`config.mk`:
```
export PLATFORM = sky130hd
export DESIGN_NAME = ex_alu_stage_flat
export DESIGN_NICKNAME = d
export VERILOG_FILES = /design/src/rtl/ex_alu_stage_if.sv /design/src/rtl/ex_alu_stage.sv /design/src/flat_wrapper.sv
export SDC_FILE = /design/constraint.sdc
export NUM_CORES = 1
export LEC_CHECK = 0
export ABC_CLOCK_PERIOD_IN_PS = 2400
export CAP_MARGIN = 10
export CORE_MARGIN = 2
export CORE_UTILIZATION = 45
export CTS_BUF_LIST = sky130_fd_sc_hd__clkbuf_16
export DETAILED_ROUTE_END_ITERATION = 12
export PLACE_DENSITY = 0.68
export SKIP_CTS_REPAIR_TIMING = 1
export SLEW_MARGIN = 0
export SYNTH_ARGS = -nofsm -noshare
export SYNTH_HDL_FRONTEND = slang
export SYNTH_SLANG_ARGS = --single-unit
```
`constraint.sdc`:
```
create_clock -name clk -period 2.4 [get_ports clk]
set_input_delay 0.48 -clock clk [delete_from_list [all_inputs] [get_ports clk]]
set_output_delay 0.48 -clock clk [all_outputs]
set_load 0.005 [all_outputs]
```
`src/rtl/ex_alu_stage_if.sv`:
```
// ex_alu_stage_if: operand/command side and result-slot side of the EX ALU stage
//   master: issues ops (in_valid, alu_ctl, jr_ctl, src_a, src_b, shamt, dest_in, flush) and consumes results (out_ready)
//   slave: the stage itself (in_ready, out_valid, result, zero, overflow, jr_taken, illegal, dest_out)
interface ex_alu_stage_if #(
  parameter int WIDTH = 32,
  parameter int REG_W = 5
);
  logic             in_valid;
  logic             in_ready;
  logic [3:0]       alu_ctl;
  logic             jr_ctl;
  logic [WIDTH-1:0] src_a;
  logic [WIDTH-1:0] src_b;
  logic [4:0]       shamt;
  logic [REG_W-1:0] dest_in;
  logic             flush;
  logic             out_valid;
  logic             out_ready;
  logic [WIDTH-1:0] result;
  logic             zero;
  logic             overflow;
  logic             jr_taken;
  logic             illegal;
  logic [REG_W-1:0] dest_out;
  modport master (
    output in_valid, alu_ctl, jr_ctl, src_a, src_b, shamt, dest_in, flush, out_ready,
    input  in_ready, out_valid, result, zero, overflow, jr_taken, illegal, dest_out
  );
  modport slave (
    input  in_valid, alu_ctl, jr_ctl, src_a, src_b, shamt, dest_in, flush, out_ready,
    output in_ready, out_valid, result, zero, overflow, jr_taken, illegal, dest_out
  );
endinterface

```
`src/rtl/ex_alu_stage.sv`:
```
// ex_alu_stage: EX-stage ALU with single-cycle arith/logic and iterative shifter feeding a registered result slot
//   clk, reset_n (async active-low); bus: ex_alu_stage_if.slave carrying the issue handshake,
//   operands and the result slot (out_valid/out_ready, result, zero, overflow, jr_taken, illegal, dest_out)
module ex_alu_stage #(
  parameter int WIDTH      = 32,
  parameter int SHIFT_STEP = 1,
  parameter int REG_W      = 5
) (
  input logic          clk,
  input logic          reset_n,
  ex_alu_stage_if.slave bus
);
  typedef enum logic {IDLE, SHIFT} state_t;
  localparam logic [4:0] STEP = 5'(SHIFT_STEP);
  state_t           state, state_nx;
  logic [WIDTH-1:0] sh_val, sh_next, sra_val, sum, diff, c_res;
  logic [4:0]       sh_rem, sh_amt;
  logic [1:0]       sh_op;
  logic [REG_W-1:0] sh_dest;
  logic             accept, is_shift, go_shift, load_imm, load_sh, sh_done, c_ovf, c_ill;
  assign bus.in_ready = state == IDLE && (!bus.out_valid || bus.out_ready) && !bus.flush;
  assign accept   = bus.in_valid && bus.in_ready;
  assign is_shift = !bus.jr_ctl && bus.alu_ctl inside {4'd4, 4'd5, 4'd6};
  // a zero-distance shift is just a copy of src_b and completes like any single-cycle op
  assign go_shift = accept && is_shift && bus.shamt != 5'd0;
  assign load_imm = accept && !go_shift;
  assign sh_amt   = sh_rem < STEP ? sh_rem : STEP;
  assign sh_done  = sh_rem <= STEP;
  assign load_sh  = state == SHIFT && sh_done && !bus.flush;
  assign sum      = bus.src_a + bus.src_b;
  assign diff     = bus.src_a - bus.src_b;
  // kept as its own assignment so the arithmetic shift is evaluated in signed context
  assign sra_val  = $signed(sh_val) >>> sh_amt;
  assign sh_next  = sh_op == 2'd0 ? sh_val << sh_amt : sh_op == 2'd1 ? sh_val >> sh_amt : sra_val;
  always_comb begin
    c_res = '0;
    c_ovf = 1'b0;
    c_ill = 1'b0;
    if (bus.jr_ctl) c_res = bus.src_a;
    else
      case (bus.alu_ctl)
        4'd0: begin
          c_res = sum;
          c_ovf = bus.src_a[WIDTH-1] == bus.src_b[WIDTH-1] && sum[WIDTH-1] != bus.src_a[WIDTH-1];
        end
        4'd1: begin
          c_res = diff;
          c_ovf = bus.src_a[WIDTH-1] != bus.src_b[WIDTH-1] && diff[WIDTH-1] != bus.src_a[WIDTH-1];
        end
        4'd2: c_res = bus.src_a & bus.src_b;
        4'd3: c_res = bus.src_a | bus.src_b;
        4'd4, 4'd5, 4'd6: c_res = bus.src_b;
        4'd7: c_res = ~(bus.src_a | bus.src_b);
        4'd8: c_res = {{(WIDTH-1){1'b0}}, $signed(bus.src_a) < $signed(bus.src_b)};
        default: c_ill = 1'b1;
      endcase
  end
  always_comb begin
    state_nx = state;
    if (bus.flush) state_nx = IDLE;
    else if (go_shift) state_nx = SHIFT;
    else if (load_sh) state_nx = IDLE;
  end
  always_ff @(posedge clk or negedge reset_n)
    if (!reset_n) state <= IDLE;
    else state <= state_nx;
  always_ff @(posedge clk or negedge reset_n)
    if (!reset_n) begin
      bus.out_valid <= 1'b0;
      bus.result    <= '0;
      bus.zero      <= 1'b0;
      bus.overflow  <= 1'b0;
      bus.jr_taken  <= 1'b0;
      bus.illegal   <= 1'b0;
      bus.dest_out  <= '0;
      sh_val        <= '0;
      sh_rem        <= '0;
      sh_op         <= '0;
      sh_dest       <= '0;
    end else begin
      bus.out_valid <= !bus.flush && (load_imm || load_sh || (bus.out_valid && !bus.out_ready));
      if (load_imm) begin
        bus.result   <= c_res;
        bus.zero     <= c_res == '0;
        bus.overflow <= c_ovf;
        bus.jr_taken <= bus.jr_ctl;
        bus.illegal  <= c_ill;
        bus.dest_out <= bus.dest_in;
      end else if (load_sh) begin
        bus.result   <= sh_next;
        bus.zero     <= sh_next == '0;
        bus.overflow <= 1'b0;
        bus.jr_taken <= 1'b0;
        bus.illegal  <= 1'b0;
        bus.dest_out <= sh_dest;
      end
      if (bus.flush) sh_rem <= '0;
      else if (go_shift) begin
        sh_val  <= bus.src_b;
        sh_rem  <= bus.shamt;
        sh_op   <= bus.alu_ctl[1:0];
        sh_dest <= bus.dest_in;
      end else if (state == SHIFT) begin
        sh_val <= sh_next;
        sh_rem <= sh_rem - sh_amt;
      end
    end
endmodule

```
`src/flat_wrapper.sv`:
```
// flat-port wrapper written by rule: the top's interface ports become plain ports
module ex_alu_stage_flat 
#(
  parameter int WIDTH      = 32,
  parameter int SHIFT_STEP = 1,
  parameter int REG_W      = 5
)
  (clk, reset_n, bus_in_valid, bus_alu_ctl, bus_jr_ctl, bus_src_a, bus_src_b, bus_shamt, bus_dest_in, bus_flush, bus_out_ready, bus_in_ready, bus_out_valid, bus_result, bus_zero, bus_overflow, bus_jr_taken, bus_illegal, bus_dest_out);
  ex_alu_stage_if #(.WIDTH(WIDTH), .REG_W(REG_W)) bus_i ();
  input logic clk;
  input logic reset_n;
  input wire logic [$bits(bus_i.in_valid)-1:0] bus_in_valid;
  input wire logic [$bits(bus_i.alu_ctl)-1:0] bus_alu_ctl;
  input wire logic [$bits(bus_i.jr_ctl)-1:0] bus_jr_ctl;
  input wire logic [$bits(bus_i.src_a)-1:0] bus_src_a;
  input wire logic [$bits(bus_i.src_b)-1:0] bus_src_b;
  input wire logic [$bits(bus_i.shamt)-1:0] bus_shamt;
  input wire logic [$bits(bus_i.dest_in)-1:0] bus_dest_in;
  input wire logic [$bits(bus_i.flush)-1:0] bus_flush;
  input wire logic [$bits(bus_i.out_ready)-1:0] bus_out_ready;
  output wire logic [$bits(bus_i.in_ready)-1:0] bus_in_ready;
  output wire logic [$bits(bus_i.out_valid)-1:0] bus_out_valid;
  output wire logic [$bits(bus_i.result)-1:0] bus_result;
  output wire logic [$bits(bus_i.zero)-1:0] bus_zero;
  output wire logic [$bits(bus_i.overflow)-1:0] bus_overflow;
  output wire logic [$bits(bus_i.jr_taken)-1:0] bus_jr_taken;
  output wire logic [$bits(bus_i.illegal)-1:0] bus_illegal;
  output wire logic [$bits(bus_i.dest_out)-1:0] bus_dest_out;
  assign bus_i.in_valid = bus_in_valid;
  assign bus_i.alu_ctl = bus_alu_ctl;
  assign bus_i.jr_ctl = bus_jr_ctl;
  assign bus_i.src_a = bus_src_a;
  assign bus_i.src_b = bus_src_b;
  assign bus_i.shamt = bus_shamt;
  assign bus_i.dest_in = bus_dest_in;
  assign bus_i.flush = bus_flush;
  assign bus_i.out_ready = bus_out_ready;
  assign bus_in_ready = bus_i.in_ready;
  assign bus_out_valid = bus_i.out_valid;
  assign bus_result = bus_i.result;
  assign bus_zero = bus_i.zero;
  assign bus_overflow = bus_i.overflow;
  assign bus_jr_taken = bus_i.jr_taken;
  assign bus_illegal = bus_i.illegal;
  assign bus_dest_out = bus_i.dest_out;
  ex_alu_stage #(.WIDTH(WIDTH), .SHIFT_STEP(SHIFT_STEP), .REG_W(REG_W)) u_core (.clk(clk), .reset_n(reset_n), .bus(bus_i));
endmodule
```
==> flow_summary.json, run 1 <==
{
  "run_status": "complete, but fails checks",
  "violated_checks": "setup timing",
  "rsz0062_at_grt": "true",
  "path_clk_slew_ns": 0.07,
  "final_standard_cell_utilization_of_the_core": 0.8106,
  "post_synth_inst_count": 1510,
  "hold_path_class": "in2async",
  "synthFlopType": "dfrtp_1",
  "p_leak_nw": 8.877,
  "synth-seq-area-share": 0.1966,
  "largest_net_degree_at_the_start_of_global_routing": 50,
  "ctsLongestPathBuffers": 2,
  "numPortBuffers": 126,
  "yosys_warnings": 0,
  "io_pins": 127,
  "fraction_of_layout_instances_using_a_drive_strength_above_1": 0.4606,
  "num-nets-final": 2367,
  "setup.worst_path.class": "in2reg",
  "die_w_um": 160.9,
  "wire_length_per_cell_after_detailed_routing_um": 23.43,
  "initial_utilization": 0.4567,
  "antenna_cells_inserted": 0,
  "insertion_delay_ns": 0.35,
  "setup_violations": 30,
  "routed_wirelength_mm": 58.45,
  "htree_num_levels": 3,
  "tritoncts_clock_tree": "yes",
  "post_route_setup_slack_ns": -1.167,
  "maxClockFrequency_mhz": 280.4,
  "grt_pass1_vias": 14285,
  "drt_first_iter_violations": 2328,
  "worst_setup_path_end_kind": "flop",
  "placement.setup.worst_slack_ns": -1.896,
  "cts.sink_count": 87,
  "post_place_instance_area_mm2": 0.01694,
  "post-route-cell-area_mm2": 0.01966,
  "postSynthAreaPerCell_um2": 7.333,
  "synth_cell_types": 91,
  "drtPass1Iterations": 6,
  "hold-worst-slack_ns": 0.02343,
  "drc": 0,
  "maxCapViolations": 0,
  "synth_nets": 1711,
  "cell_area_synth_mm2": 0.01107,
  "timing.final.hold_violations": 0,
  "cts_root_buffer": "clkbuf_16",
  "vias": 15741,
  "cp_data_required_time_ns": 2.65,
  "drtAntennaViolNets": 0,
  "design.core.area_mm2": 0.02425,
  "final.min_clock_period_ns": 3.567,
  "detailed_place_hpwl_mm": 44.30,
  "grt_util_all_layers": 0.4062,
  "area.growth.synth_to_final_pct": 77.50,
  "cts_made_buffers": 9,
  "cellPowerDensity_mw_per_mm2": 465.4,
  "route.detailed.vias_per_inst": 6.309,
  "vdd_ir_drop_max_v": 0.0005790,
  "worst_max_slew_margin_expressed_relative_to_the_limit": 0.3358,
  "crit_path_max_fanout": 3,
  "drv_slew": 0,
  "worstSetupStartpointType": "input port",
  "rows": 57,
  "number_of_enable_flip_flop_cells_after_synthesis": 0,
  "die_area_mm2": 0.02588,
  "asyncSetResetFlopFracSynth": 1.000,
  "final.setup_skew_ns": 0.01206,
  "finalCritPeriodShare": 1.486,
  "yosys_register_bits": 87,
  "critPathArrivalTime_ns": 3.82,
  "antenna_violations_before_repair": 1,
  "global_route_wire_length_before_repair_mm": 81.36,
  "tightest_slew_ns": 0.9887,
  "grt.overflow.total": 0,
  "layout.cells.most_common": "buf_4",
  "place_congestion": 1.072,
  "die_h_um": 160.9,
  "dp.cells": 2418,
  "layout.cells.most_common_list": "558 x buf_4, 161 x nand2_1, 132 x a21oi_1",
  "fin_cells": 2495
}
[critical path: stages]
cell,delay (ns)
buf_8,0.08
inv_4,0.04
ha_4,0.27
a21o_4,0.13
nand4_1,0.23
a2111oi_4,0.51
nor3_4,0.10
o22a_4,0.29
mux2i_4,0.19
nor4_4,0.29
or4b_4,0.51
nor4b_4,0.29
nand4_1,0.18
o31ai_2,0.22
[through the flow]
step / total power, W / setup TNS, ns
after floorplan: 0.004134 / -4.718
after global placement: 0.006647 / -69.89
after detailed placement: 0.006733 / -71.88
after CTS: 0.008210 / -40.94
after global routing: 0.009512 / -15.83
final: 0.009147 / -14.42
[cell type report]
cell class	count	area [um^2]
sequential	87	2177
timing repair buffer	754	6402
fill	1599	4593
clock inverter	7	78.83
multi-input combinational	1213	9891
inverter	101	475.5
tap	324	405.4
clock buffer	9	225.2
[kinds of logic (layout without fill, tap and decap cells)]
family	after synthesis	in the layout	synth area share
muxes	14	14	0.01265
and+or+nand+nor	479	479	0.2043
xor gates and xnor gates	45	45	0.03559
buffers and inverters	210	871	0.08316
adders and majority gates	117	117	0.1336
AOI/OAI and AO/OA	558	558	0.3341
DFF	87	87	0.1966
[sequential cells by signal, indices dropped and copies added, names as in the netlist]
name,flops
u_core.bus.overflow,1
u_core.bus.out_valid,1
u_core.sh_val,32
u_core.bus.zero,1
u_core.sh_dest,5
u_core.bus.result,32
u_core.sh_op,2
u_core.bus.jr_taken,1
u_core.sh_rem,5
u_core.state,1
u_core.bus.dest_out,5
u_core.bus.illegal,1
[layer usage]
metal | GRT usage | wire length (um) | vias to the layer above
met5 | 0 | 13 | -
met4 | 0.1924 | 3927 | 2
met3 | 0.05604 | 5949 | 284
met2 | 0.6494 | 26300 | 1144
met1 | 0.5424 | 22260 | 7483
li1 | - | - | 6828
[worst paths after layout]
check | start | to | slack, ns | cells after the start
worst max-delay path | bus_src_b[1] | u_core.bus.zero | -1.17 | 14
worst min-delay path | reset_n | u_core.bus.dest_out[0] | 0.02 | 1
worst max register to register | u_core.sh_rem[2] | u_core.bus.zero | -0.45 | 11
worst min register to register | u_core.bus.dest_out[3] | u_core.bus.dest_out[3] | 0.48 | 2
max in group asynchronous | reset_n | u_core.sh_val[15] | 1.73 | 2
min in group clk | bus_shamt[1] | u_core.sh_rem[1] | 0.39 | 3
[power by group]
group	switching [W]	total, W	internal (W)
registers	0.000316	0.00212	0.00180
logic	0.00285	0.00558	0.00272
clock network	0.000630	0.00145	0.000822
total	0.00380	0.00915	0.00535
[cell usage after synthesis (all sizes together), types with 7 or more instances]
cell type / number / share of area
a21oi: 175 / 0.081
nand2: 170 / 0.058
nor2: 130 / 0.044
ha: 115 / 0.13
o21ai: 114 / 0.052
inv: 101 / 0.034
dfrtp: 87 / 0.20
clkbuf: 70 / 0.025
a211oi: 41 / 0.028
buf: 39 / 0.024
xnor2: 38 / 0.030
nor3: 35 / 0.017
a22oi: 30 / 0.020
o221ai: 28 / 0.022
nand3: 27 / 0.012
o31ai: 25 / 0.017
nand4: 20 / 0.011
nor4: 19 / 0.013
a221oi: 15 / 0.012
nand2b: 15 / 0.0085
a31oi: 14 / 0.0085
mux2i: 14 / 0.013
o211ai: 14 / 0.0095
a21o: 13 / 0.0089
nor2b: 11 / 0.0069
nor3b: 10 / 0.0068
o21bai: 8 / 0.0054
a221o: 7 / 0.0063
and2: 7 / 0.0040
and3: 7 / 0.0040
xor2: 7 / 0.0055
Note: power is estimated with default switching activity, not from simulation.
==> run 2, diff against run 1 <==
Settings changed: CORE_UTILIZATION 45 to 53, PLACE_DENSITY 0.68 to 0.78.
==> run 2 against run 1 <==
- the flow now stops in global routing (5_1_grt)
- synthesized area did not move
- synthesized cell count unchanged
==> flow_summary.json, run 2 <==
{
  "dp.cells": 2356,
  "failed_stage": "global routing (5_1_grt)",
  "cts_made_buffers": 9,
  "synth-seq-area-share": 0.1966,
  "worst-endpoint-pin-kind": "register input",
  "placement.setup.worst_slack_ns": -1.857,
  "synth_cell_types": 91,
  "yosys_register_bits": 87,
  "cell_area_synth_mm2": 0.01107,
  "yosys_warnings": 0,
  "synth_largest_area_cell": "dfrtp_1",
  "synthFlopType": "dfrtp_1",
  "place_congestion": 1.134,
  "post_synth_inst_count": 1510,
  "grt_util_all_layers": 0.7326,
  "rows": 52,
  "cts.sink_count": 87,
  "grt.overflow.total": 103,
  "synthTopCellsByCount": "170 x a21oi_1, 170 x nand2_1, 130 x nor2_1",
  "postSynthAreaPerCell_um2": 7.333,
  "post_place_instance_area_mm2": 0.01687,
  "io_pins": 127,
  "initial_utilization": 0.5437,
  "run_status": "stopped before the end",
  "ctsLongestPathBuffers": 2,
  "cts_root_buffer": "clkbuf_16",
  "largest_net_degree_at_the_start_of_global_routing": 62,
  "flow.first_error": "[ERROR GRT-0232] Routing congestion too high. Check the congestion heatmap in the GUI.",
  "synth_nets": 1711,
  "timing.grt.repair.worst_endpoint": "u_core.bus.zero$_DFFE_PN0P_/D",
  "die_w_um": 148.5,
  "htree_num_levels": 3,
  "numPortBuffers": 126,
  "synth.top_cell.area_share": 0.1966,
  "ys_top_cells_by_area": "dfrtp_1 20%, ha_1 13%, a21oi_1 7.7%",
  "number_of_enable_flip_flop_cells_after_synthesis": 0,
  "die_h_um": 148.5,
  "detailed_place_hpwl_mm": 42.63,
  "asyncSetResetFlopFracSynth": 1.000
}
==> run 2: cells by family after synthesis <==
logic type      Yosys count  share of synthesized area
simple gates            479                     0.2043
xor+xnor                 45                    0.03559
flops                    87                     0.1966
fa+ha+maj               117                     0.1336
compound gates          558                     0.3341
mux                      14                    0.01265
buf+inv                 210                    0.08316
==> run 2: stage by stage <==
| step | TNS, ns | hold WS (ns) |
|---|---|---|
| 4_1_cts | -30.46 | 0.1335 |
| 3_5_place_dp | -57.84 | 0.4654 |
| 3_3_place_gp | -53.28 | 0.4585 |
| 2_1_floorplan | -4.718 | 0.1844 |
==> run 2: routing by layer <==
layer	GRT overflow	global-route usage
met1	0	0.7195
met2	58	0.9361
met3	0	0.5337
met4	45	0.7652
met5	0	0.2068
==> run 3, diff against run 2 <==
Settings changed: ABC_CLOCK_PERIOD_IN_PS 2400 to 3100, CORE_UTILIZATION 53 to 40, CTS_BUF_LIST sky130_fd_sc_hd__clkbuf_16 to unset, PLACE_DENSITY 0.78 to unset, PLACE_DENSITY_LB_ADDON set to 0.15.
Clock period 2.4 ns to 3.1 ns, I/O delays scaled along.
==> run 3 against run 2 <==
- the flow now finishes, with violations (setup timing)
==> flow_summary.json, run 3 (synthesis results as in run 1) <==
{
  "run_status": "complete, but fails checks",
  "violated_checks": "setup timing",
  "drv_slew": 0,
  "max_stage_delay_ns": 0.51,
  "hold_path_class": "in2async",
  "cellPowerDensity_mw_per_mm2": 353.7,
  "maxCapViolations": 0,
  "drtAntennaViolNets": 0,
  "r2r.worst_path.cells": 11,
  "drc": 0,
  "wire_length_per_cell_after_detailed_routing_um": 23.10,
  "cts_root_buffer": "clkbuf_16",
  "rows": 60,
  "path_clk_slew_ns": 0.07,
  "p_leak_nw": 8.263,
  "vdd_ir_drop_max_v": 0.0002586,
  "grt_pass1_vias": 13467,
  "timing.final.hold_violations": 0,
  "grt_util_all_layers": 0.3748,
  "num-nets-final": 2278,
  "io_pins": 127,
  "crit_path_max_fanout": 2,
  "fin_cells": 2454,
  "area.growth.synth_to_final_pct": 65.37,
  "drtPass1Iterations": 6,
  "route.detailed.vias_per_inst": 5.960,
  "place_congestion": 1.026,
  "rsz0062_at_grt": "true",
  "largest_net_degree_at_the_start_of_global_routing": 78,
  "cts_made_buffers": 9,
  "drt_first_iter_violations": 1780,
  "crit_path_cells": "buf_6 > buf_6 > ha_4 > buf_6 > a21o_4 > nand4_1 > a2111oi_4 > nor3_4 > o22a_4 > mux2i_4 > nor4_4 > or4b_4 > nor4b_4 > nand4_1 > o31ai_2",
  "worst_max_slew_margin_expressed_relative_to_the_limit": 0.4425,
  "antenna_violations_before_repair": 1,
  "die_h_um": 170.4,
  "worstSetupStartpointType": "input port",
  "critPathMostFrequentCell": "buf_6",
  "layout.cells.most_common_list": "500 x buf_4, 164 x nand2_1, 147 x a21oi_1",
  "cp_data_required_time_ns": 3.35,
  "global_route_wire_length_before_repair_mm": 82.14,
  "antenna_cells_inserted": 0,
  "initial_utilization": 0.4086,
  "fraction_of_layout_instances_using_a_drive_strength_above_1": 0.3977,
  "die_area_mm2": 0.02903,
  "reg_to_reg_critical_path_startpoint": "u_core.sh_rem[2]",
  "htree_num_levels": 3,
  "ctsLongestPathBuffers": 2,
  "final.min_clock_period_ns": 3.660,
  "layout.cells.most_common": "buf_4",
  "maxClockFrequency_mhz": 273.2,
  "numPortBuffers": 126,
  "insertion_delay_ns": 0.34,
  "cpMaxStageDelayCell": "a2111oi_4",
  "tritoncts_clock_tree": "yes",
  "detailed_place_hpwl_mm": 45.25,
  "dp.cells": 2397,
  "post_route_setup_slack_ns": -0.5603,
  "hold-worst-slack_ns": 0.2935,
  "die_w_um": 170.4,
  "post_place_instance_area_mm2": 0.01623,
  "setup.worst_path.class": "in2reg",
  "routed_wirelength_mm": 56.68,
  "grt.overflow.total": 0,
  "cts.sink_count": 87,
  "setup_violations": 15,
  "tightest_slew_ns": 0.8275,
  "placement.setup.worst_slack_ns": -1.451,
  "slack_of_the_worst_reg_to_reg_path_ns": 0.05,
  "critPathArrivalTime_ns": 3.91,
  "report.power.total_w": 0.006477,
  "final.setup_skew_ns": 0.01047,
  "largestRegisters": "u_core.bus.result: 32 flops, u_core.sh_val: 32 flops",
  "post-route-cell-area_mm2": 0.01831,
  "design.core.area_mm2": 0.02710,
  "worst_setup_path_end_kind": "flop",
  "timing.rr.end": "u_core.bus.zero",
  "finalCritPeriodShare": 1.181,
  "vias": 14626
}
[run 3: layout make-up]
| cell class | instances | area [um^2] |
|---|---|---|
| clock inverters | 7 | 52.55 |
| repair buffers | 665 | 5602 |
| fillers | 2315 | 8790 |
| well taps | 372 | 465.4 |
| clock buffers | 9 | 225.2 |
| flip-flops and latches | 87 | 2177 |
| multi-input cells | 1213 | 9385 |
| inverters | 101 | 404.1 |
[run 3: routing by layer]
layer	global-route usage	up-vias	routed length, um
met5	0	-	0
met4	0.1100	0	2087
met3	0.04023	140	4373
met2	0.5924	727	25220
met1	0.5370	7104	25000
li1	-	6655	-
[run 3: per-stage QoR]
| step | TNS, ns | utilization |
|---|---|---|
| 2_1_floorplan | -0.3252 | - |
| 3_3_place_gp | -27.08 | 0.5988 |
| 3_5_place_dp | -28.74 | 0.5988 |
| 4_1_cts | -15.57 | 0.6090 |
| 5_1_grt | -4.442 | 0.6757 |
| 6_report | -2.998 | 0.6757 |
[run 3: how the worst max path moves through the flow]
stage,from,end,cells after the start
2_1_floorplan,bus_src_a[0],u_core.bus.zero,14
3_3_place_gp,bus_src_b[8],u_core.bus.zero,18
4_1_cts,bus_src_a[0],u_core.bus.zero,16
6_report,bus_src_a[0],u_core.bus.zero,15
3_5_place_dp,bus_src_b[8],u_core.bus.zero,18
5_1_grt,bus_src_a[0],u_core.bus.zero,17
[run 3: worst max-delay path, delay by kind of cell]
kind | cells | cell delay [ns]
and+or+nand+nor | 6 | 1.58
buffers and inverters | 3 | 0.28
muxes | 1 | 0.19
AOI/OAI and AO/OA | 4 | 1.09
adders and majority gates | 1 | 0.15
[run 3: power by group]
group          internal (W)  switching (W)  leakage, nW
logic               0.00181        0.00201         7.03
registers           0.00140       0.000238         1.10
clock network      0.000552       0.000481        0.137
total               0.00375        0.00272         8.26
==> run 4, diff against run 3 <==
Settings changed: ABC_CLOCK_PERIOD_IN_PS 3100 to 3880.
Clock period 3.1 ns to 3.88 ns, I/O delays scaled along.
==> run 4 against run 3 <==
- the flow still finishes with violations (setup timing)
- clock power hardly changed
- count of clock-buffer cells in the layout up 1
- largest power group unchanged
- sequential share of layout area increased by 0.69 points
- worst setup slack improved by 0.55 ns
- global-route usage decreased by 0.10 points
- hold slack worse by 0.021 ns
- sequential cell count did not move
- highest routed layer is now met5
- combinational power is 26% lower
- sequential power decreased by 20%
- total power is 21% lower
- die area unchanged
==> flow_summary.json, run 4 (synthesis results as in run 1) <==
{
  "run_status": "complete, but fails checks",
  "violated_checks": "setup timing",
  "path_clk_slew_ns": 0.07,
  "finalCritPeriodShare": 1.002,
  "die_area_mm2": 0.02903,
  "post_place_instance_area_mm2": 0.01565,
  "p_leak_nw": 7.909,
  "grt_util_all_layers": 0.3737,
  "fraction_of_layout_instances_using_a_drive_strength_above_1": 0.3462,
  "wire_length_per_cell_after_detailed_routing_um": 23.64,
  "num-nets-final": 2209,
  "cts_root_buffer": "clkbuf_16",
  "critPathArrivalTime_ns": 4.15,
  "place_congestion": 1.042,
  "crit_path_cells": "clkbuf_2 > inv_2 > ha_4 > nor2_2 > o311ai_4 > a21oi_4 > buf_4 > o41ai_2 > buf_4 > o41a_2 > xnor2_1 > a222oi_1 > buf_4 > o2111ai_2 > nor4b_4 > nand4_1 > o31ai_2",
  "cellPowerDensity_mw_per_mm2": 297.1,
  "critPathMostFrequentCell": "buf_4",
  "crit_path_max_fanout": 3,
  "tritoncts_clock_tree": "yes",
  "htree_num_levels": 3,
  "grt.overflow.total": 0,
  "maxCapViolations": 0,
  "vdd_ir_drop_max_v": 0.0002181,
  "hold_path_class": "in2async",
  "route.detailed.vias_per_inst": 5.979,
  "worstSetupStartpointType": "input port",
  "cts.sink_count": 87,
  "placement.setup.worst_slack_ns": -0.8724,
  "grt_pass1_vias": 13467,
  "routed_wirelength_mm": 56.39,
  "worst_max_slew_margin_expressed_relative_to_the_limit": 0.2507,
  "cp_data_required_time_ns": 4.14,
  "drtAntennaViolNets": 0,
  "drt_first_iter_violations": 1660,
  "vias": 14267,
  "largestRegisters": "u_core.bus.result: 32 flops, u_core.sh_val: 32 flops",
  "timing.final.hold_violations": 0,
  "ctsLongestPathBuffers": 2,
  "drtPass1Iterations": 6,
  "area.growth.synth_to_final_pct": 56.24,
  "die_w_um": 170.4,
  "fin_cells": 2386,
  "hold-worst-slack_ns": 0.2723,
  "dp.cells": 2336,
  "final.min_clock_period_ns": 3.889,
  "tightest_slew_ns": 1.118,
  "setup.worst_path.class": "in2reg",
  "final.setup_skew_ns": 0.01096,
  "layout.cells.most_common": "buf_4",
  "cpMaxStageDelayCell": "a222oi_1",
  "numPortBuffers": 126,
  "initial_utilization": 0.4086,
  "report.power.total_w": 0.005140,
  "worst_setup_path_end_kind": "flop",
  "post_route_setup_slack_ns": -0.008517,
  "rows": 60,
  "setup_violations": 1,
  "largest_net_degree_at_the_start_of_global_routing": 88,
  "layout.cells.most_common_list": "451 x buf_4, 167 x nand2_1, 156 x a21oi_1",
  "max_stage_delay_ns": 0.42,
  "cts_made_buffers": 9,
  "io_pins": 127,
  "detailed_place_hpwl_mm": 44.45,
  "drc": 0,
  "post-route-cell-area_mm2": 0.01730,
  "drv_slew": 0,
  "maxClockFrequency_mhz": 257.2,
  "design.core.area_mm2": 0.02710,
  "die_h_um": 170.4,
  "global_route_wire_length_before_repair_mm": 81.12,
  "antenna_violations_before_repair": 3,
  "insertion_delay_ns": 0.36
}
==> run 4: cell count changes in the layout (fill, tap and decap cells not counted), sizes merged <==
cell           previous run  this run
clkinv                    2         1
buf                     550       473
bufinv                    0         2
inv                     105       103
diode                     0         1
dlymetal6s2s             34        39
clkdlybuf4s50            75        79
==> run 4: per-layer routing <==
metal | part of all wire | vias up | routed length (um) | global-route usage
met4 | 0.044 | 2 | 2506 | 0.1449
met1 | 0.43 | 6846 | 24000 | 0.5029
met3 | 0.087 | 171 | 4930 | 0.08070
li1 | - | 6514 | - | -
met2 | 0.44 | 734 | 24940 | 0.5836
met5 | 0.00027 | - | 15 | 0
==> run 4: where the power goes <==
group / total, W / leakage, nW / internal [W] / switching [W]
sequential: 0.00131 / 1.10 / 0.00111 / 0.000190
clock: 0.00100 / 0.167 / 0.000595 / 0.000408
combinational: 0.00283 / 6.65 / 0.00131 / 0.00153
total: 0.00514 / 7.91 / 0.00302 / 0.00212
==> run 4: layout make-up <==
cell class	count	area [um^2]
Antenna cell	1	2.502
Inverter	101	387.9
Timing Repair Buffer	596	5000
Tap cell	372	465.4
Multi-Input combinational cell	1213	8929
Clock buffer	10	239.0
Fill cell	2420	9801
Sequential cell	87	2177
Clock inverter	6	100.1
==> run 4: through the flow <==
stage	TNS [ns]	utilization
after detailed placement	-8.354	0.5776
after global placement	-7.760	0.5776
after floorplan	0	-
after global routing	-0.1119	0.6383
after CTS	-1.714	0.5901
final	-0.008517	0.6384
==> run 4: final timing paths <==
kind,end,startpoint,slack [ns],cells after the start
max,u_core.bus.zero,bus_src_b[1],-0.009,17
min,u_core.bus.dest_out[3],reset_n,0.27,1
max reg2reg,u_core.bus.zero,u_core.sh_rem[2],0.59,11
min reg2reg,u_core.sh_dest[0],u_core.sh_dest[0],0.48,2
max in group asynchronous,u_core.bus.result[25],reset_n,2.96,2
min in group clk,u_core.sh_dest[0],u_core.sh_dest[0],0.48,2
==> run 4: worst max-delay path, delay by kind of cell <==
family,cells,cell delay (ns)
AOI/OAI and AO/OA,7,1.80
xor gates and xnor gates,1,0.06
buffers and inverters,5,0.71
adders and majority gates,1,0.27
and+or+nand+nor,3,0.53
